### config.mk
export PLATFORM = sky130hd
export DESIGN_NAME = reg_bank_shadow_flat
export DESIGN_NICKNAME = d
export VERILOG_FILES = /design/src/rtl/reg_bank_shadow_if.sv /design/src/rtl/reg_bank_shadow.sv /design/src/flat_wrapper.sv
export SDC_FILE = /design/constraint.sdc
export NUM_CORES = 1
export LEC_CHECK = 0
export BUFFER_PORTS_ARGS = -buffer_cell sky130_fd_sc_hd__buf_2
export CAP_MARGIN = 40
export CORE_MARGIN = 8
export CORE_UTILIZATION = 52
export DETAILED_ROUTE_END_ITERATION = 12
export PLACE_DENSITY = 0.78
export SLEW_MARGIN = 20
export SYNTH_ARGS = -nofsm -noshare
export SYNTH_HDL_FRONTEND = slang
export SYNTH_SLANG_ARGS = --single-unit
### constraint.sdc
create_clock -name clk -period 1.4 [get_ports clk]
set_input_delay 0.21 -clock clk [delete_from_list [all_inputs] [get_ports clk]]
set_output_delay 0.21 -clock clk [all_outputs]
set_load 0.05 [all_outputs]
### src/rtl/reg_bank_shadow_if.sv
// Write/commit/readback bundle for reg_bank_shadow; the master drives requests, the slave is the bank.
interface reg_bank_shadow_if #(
    parameter int unsigned NCH = 3,
    parameter int unsigned DW  = 8,
    parameter int unsigned AW  = 2
) ();
    logic                wr_valid;
    logic                wr_ready;
    logic [AW-1:0]       wr_addr;
    logic [DW-1:0]       wr_data;
    logic                commit;
    logic                busy;
    logic                updated;
    logic [NCH-1:0]      pending;
    logic                err;
    logic [NCH*DW-1:0]   dout;
    logic [AW-1:0]       rd_addr;
    logic [DW-1:0]       rd_data;

    modport master (
        output wr_valid, wr_addr, wr_data, commit, rd_addr,
        input  wr_ready, busy, updated, pending, err, dout, rd_data
    );

    modport slave (
        input  wr_valid, wr_addr, wr_data, commit, rd_addr,
        output wr_ready, busy, updated, pending, err, dout, rd_data
    );
endinterface

### src/rtl/reg_bank_shadow.sv
// N-channel shadowed register bank with atomic commit of all pending shadows.
// Optional registered readback port is built when REG_BANK_READBACK_EN is defined.
module reg_bank_shadow #(
    parameter int unsigned   NCH  = 3,
    parameter int unsigned   DW   = 8,
    parameter int unsigned   AW   = 2,
    parameter logic [DW-1:0] RSTV = '0
) (
    input logic              clk,
    input logic              rst,
    reg_bank_shadow_if.slave bus
);

    typedef enum logic [0:0] {StIdle, StCmt} state_e;

    state_e         state_q, state_d;
    logic [DW-1:0]  shadow_q [NCH];
    logic [DW-1:0]  shadow_d [NCH];
    logic [DW-1:0]  active_q [NCH];
    logic [DW-1:0]  active_d [NCH];
    logic [NCH-1:0] pending_q, pending_d;
    logic           err_q, err_d;
    logic           updated_q, updated_d;
    logic           wr_ready, busy, wr_fire;

    always_comb begin
        state_d  = state_q;
        wr_ready = 1'b0;
        busy     = 1'b0;
        unique case (state_q)
            StIdle: begin
                wr_ready = 1'b1;
                if (bus.commit) state_d = StCmt;
            end
            StCmt: begin
                busy    = 1'b1;
                state_d = StIdle;
            end
            default: state_d = StIdle;
        endcase
    end

    assign wr_fire = bus.wr_valid & wr_ready;

    always_comb begin
        shadow_d  = shadow_q;
        active_d  = active_q;
        pending_d = pending_q;
        err_d     = err_q;
        updated_d = 1'b0;
        if (wr_fire) begin
            // Out-of-range writes are still handshaken so the master never stalls on them
            if (32'(bus.wr_addr) >= NCH) err_d = 1'b1;
            for (int unsigned i = 0; i < NCH; i++) begin
                if (32'(bus.wr_addr) == i) begin
                    shadow_d[i]  = bus.wr_data;
                    pending_d[i] = 1'b1;
                end
            end
        end
        if (state_q == StCmt) begin
            for (int unsigned i = 0; i < NCH; i++) begin
                if (pending_q[i]) active_d[i] = shadow_q[i];
            end
            pending_d = '0;
            updated_d = 1'b1;
        end
    end

    always_ff @(posedge clk) begin
        if (rst) begin
            state_q   <= StIdle;
            pending_q <= '0;
            err_q     <= 1'b0;
            updated_q <= 1'b0;
            for (int unsigned i = 0; i < NCH; i++) begin
                shadow_q[i] <= RSTV;
                active_q[i] <= RSTV;
            end
        end else begin
            state_q   <= state_d;
            pending_q <= pending_d;
            err_q     <= err_d;
            updated_q <= updated_d;
            shadow_q  <= shadow_d;
            active_q  <= active_d;
        end
    end

    assign bus.wr_ready = wr_ready;
    assign bus.busy     = busy;
    assign bus.updated  = updated_q;
    assign bus.pending  = pending_q;
    assign bus.err      = err_q;

    for (genvar g = 0; g < NCH; g++) begin : g_dout
        assign bus.dout[g*DW +: DW] = active_q[g];
    end

`ifdef REG_BANK_READBACK_EN
    logic [DW-1:0] rd_data_q, rd_data_d;

    always_comb begin
        rd_data_d = '0;
        for (int unsigned i = 0; i < NCH; i++) begin
            if (32'(bus.rd_addr) == i) rd_data_d = active_q[i];
        end
    end

    always_ff @(posedge clk) begin
        if (rst) rd_data_q <= '0;
        else     rd_data_q <= rd_data_d;
    end

    assign bus.rd_data = rd_data_q;
`else
    logic unused_rd_addr;
    assign unused_rd_addr = ^bus.rd_addr;
    assign bus.rd_data    = '0;
`endif

endmodule

### src/flat_wrapper.sv
// flat-port wrapper written by rule: the top's interface ports become plain ports
module reg_bank_shadow_flat 
#(
    parameter int unsigned   NCH  = 3,
    parameter int unsigned   DW   = 8,
    parameter int unsigned   AW   = 2,
    parameter logic [DW-1:0] RSTV = '0
)
  (clk, rst, bus_wr_valid, bus_wr_addr, bus_wr_data, bus_commit, bus_rd_addr, bus_wr_ready, bus_busy, bus_updated, bus_pending, bus_err, bus_dout, bus_rd_data);
  reg_bank_shadow_if #(.NCH(NCH), .DW(DW), .AW(AW)) bus_i ();
  input logic clk;
  input logic rst;
  input wire logic [$bits(bus_i.wr_valid)-1:0] bus_wr_valid;
  input wire logic [$bits(bus_i.wr_addr)-1:0] bus_wr_addr;
  input wire logic [$bits(bus_i.wr_data)-1:0] bus_wr_data;
  input wire logic [$bits(bus_i.commit)-1:0] bus_commit;
  input wire logic [$bits(bus_i.rd_addr)-1:0] bus_rd_addr;
  output wire logic [$bits(bus_i.wr_ready)-1:0] bus_wr_ready;
  output wire logic [$bits(bus_i.busy)-1:0] bus_busy;
  output wire logic [$bits(bus_i.updated)-1:0] bus_updated;
  output wire logic [$bits(bus_i.pending)-1:0] bus_pending;
  output wire logic [$bits(bus_i.err)-1:0] bus_err;
  output wire logic [$bits(bus_i.dout)-1:0] bus_dout;
  output wire logic [$bits(bus_i.rd_data)-1:0] bus_rd_data;
  assign bus_i.wr_valid = bus_wr_valid;
  assign bus_i.wr_addr = bus_wr_addr;
  assign bus_i.wr_data = bus_wr_data;
  assign bus_i.commit = bus_commit;
  assign bus_i.rd_addr = bus_rd_addr;
  assign bus_wr_ready = bus_i.wr_ready;
  assign bus_busy = bus_i.busy;
  assign bus_updated = bus_i.updated;
  assign bus_pending = bus_i.pending;
  assign bus_err = bus_i.err;
  assign bus_dout = bus_i.dout;
  assign bus_rd_data = bus_i.rd_data;
  reg_bank_shadow #(.NCH(NCH), .DW(DW), .AW(AW), .RSTV(RSTV)) u_core (.clk(clk), .rst(rst), .bus(bus_i));
endmodule
==> flow_summary.ini <==
[finish]
final_cell_mix = 50 x dfxtp_1, 42 x buf_2, 32 x nand2b_1, 25 x a21oi_1
utilization = 0.617
syn_to_final_growth_pct = 16.3
drive_gt1_frac = 0.351
fill_cells = 383
n_antenna_cell = 0
final_common_cell = dfxtp_1
nNetsFinal = 285
design_area_sq_mm = 0.00265

[die]
start_util = 0.530
fp-row-count = 24
die_h_microns = 82.2
core-area_sq_mm = 0.00429
io_pins = 55
die_x_microns = 82.2
dieArea_sq_mm = 0.00675

[timing]
setup_viol = 0
period_share = 0.953
slew_violations = 0
max-slew-margin-rel = 0.633
fmax_ghz = 0.749
fin_setup_tns_ns = 0
rsz0062_at_grt = false
fin_crit_ns = 1.33
hold_viol_final = 0
worst-slew-pin-transition_ns = 0.544
final.setup_skew_ns = 0.00650
hold_slack_ns = 0.125

[global_route]
overflow = 0
antenna_found_initial = 0
grt_pass1_wl_mm = 7.49
grt_max_degree = 26
grt_pass1_vias = 1600
gr-usage-all-layers = 0.142

[cts]
clockRootBuffer = clkbuf_8
clkSlewWorstSetupHoldPaths_ns = 0.08
clock-sinks = 54
htreeDepth = 2
ctsLongestPathBuffers = 2
cts_hold_buf = 0
cts_made_buffers = 5
post_cts.repair.setup_buffers = 0
cts_tree = built
clock_latency_ns = 0.30

[synth]
synthCells = 228
synthTopCellsByArea = dfxtp_1 47%, a21bo_2 11%, mux2i_1 11%, nand2b_1 8.8%, a21oi_1 5.5%
synth_area_leader_cell = dfxtp_1
yosysSeqAreaShare = 0.475
ys_types = 22
yosysWarningCount = 0
synth_seq_cells = 54
avgSynthCellArea_sq_um = 9.98
netlist_area_sq_mm = 0.00228
synth_top_area_share = 0.475

[setup_path]
critical_path_buf_inv_count = 3
crit_chain = buf_12 -> inv_2 -> clkbuf_4
crit_path_max_fanout = 16
endpoint_kind = output pin
cp.arrival_ns = 1.12
crit_type = flop to output pin
worst_path_max_delay_cell = dfxtp_4
required_ns = 1.19
startpoint_type = flop
crit_family = flip-flops
slowest_delay_ns = 0.42

[min_path]
hold_path.class = input pin to flop

[place]
postPlaceCellArea_sq_mm = 0.00254
port_buffers = 44
place.gp.congestion = 0.748
hpwl_mm = 3.39

[routing]
avgViaCountPerCell = 5.22
routed_wl_mm = 4.68
avgRoutedWirePerCell_microns = 14.6
drtIter0Drc = 63
first_pass_iters = 4
ant_nets = 0
vias = 1671
drc = 0

[flow_run]
cap_violations = 0

[power_and_ir_drop]
peakVddDrop_v = 0.000600
p_leak_nw = 1.18
p_per_area_mw_per_mm2 = 1030

[status]
status = complete, no violations
[power by group]
group | leakage, nW | switching (W) | internal [W] | total [W]
Combinational | 0.700 | 0.000195 | 0.0000965 | 0.000292
Clock | 0.0431 | 0.000451 | 0.000382 | 0.000834
Sequential | 0.439 | 0.0000253 | 0.00157 | 0.00159
Total | 1.18 | 0.000672 | 0.00204 | 0.00272
[timing repair]
action	CTS	global route
gates resized for setup	3	4
setup endpoints to repair	2	4
cloned	0	0
[state kept, by name, summed over array words and instances (netlist names)]
name and cells:
u_core.bus.pending 3, u_core.shadow_q 24, u_core.bus.err 1, u_core.bus.updated 1, u_core.bus.dout 24, u_core.state_q 1
[synth_stat cells (all sizes together)]
cell type / number
a21bo: 24
a21oi: 25
and2: 1
and4bb: 1
buf: 15
clkbuf: 14
conb: 1
dfxtp: 54
inv: 2
mux2i: 24
nand2b: 32
nand3: 24
nand4b: 1
nand4bb: 2
nor2: 2
nor4b: 1
nor4bb: 1
o21a: 3
or4b: 1
[stage by stage]
stage               total power, W  setup WS [ns]  std cells
finish                     0.00272         0.0656        320
global route               0.00284        0.00149        320
CTS                        0.00274         0.0235        320
detailed placement         0.00191         0.0683        314
global placement           0.00191         0.0964        314
floorplan                  0.00185         0.0161        235
[cell families after synthesis]
logic type             Yosys count  share of synthesized area
other                            1                    0.00165
DFF                             54                      0.475
AOI/OAI and AO/OA               52                      0.170
and+or+nand+nor                 66                      0.181
muxes                           24                      0.106
buffers and inverters           31                     0.0660
[final timing paths]
path / cells past startpoint / slack, ns / endpoint / from
worst max-delay path: 3 / 0.07 / bus_wr_ready / u_core.state_q
worst min-delay path: 2 / 0.13 / u_core.state_q / bus_commit
worst max register to register: 2 / 0.12 / u_core.shadow_q[17] / u_core.state_q
worst min register to register: 2 / 0.44 / u_core.bus.err / u_core.bus.err
[routing by layer]
| layer | up-vias | global-route usage | routed length [microns] |
|---|---|---|---|
| met5 | - | 0 | 0 |
| met1 | 784 | 0.166 | 2030 |
| li1 | 843 | - | - |
| met3 | 8 | 0.0303 | 233 |
| met4 | 0 | 0.0579 | 66 |
| met2 | 36 | 0.249 | 2350 |
[cell type report]
cell class	instances	area, sq um	share of cell area
Multi-Input combinational cell	150	1080	0.406
Sequential cell	54	1090	0.411
Timing Repair Buffer	56	328	0.124
Tap cell	52	65.1	0.0246
Inverter	2	7.51	0.00284
Clock buffer	6	82.6	0.0312
[worst register-to-register path, stage by stage (launching register included)]
cell     delay [ns]
dfxtp_4        0.39
or4b_1         0.60
mux2i_1        0.17
Power figures use the tool's default switching activity.
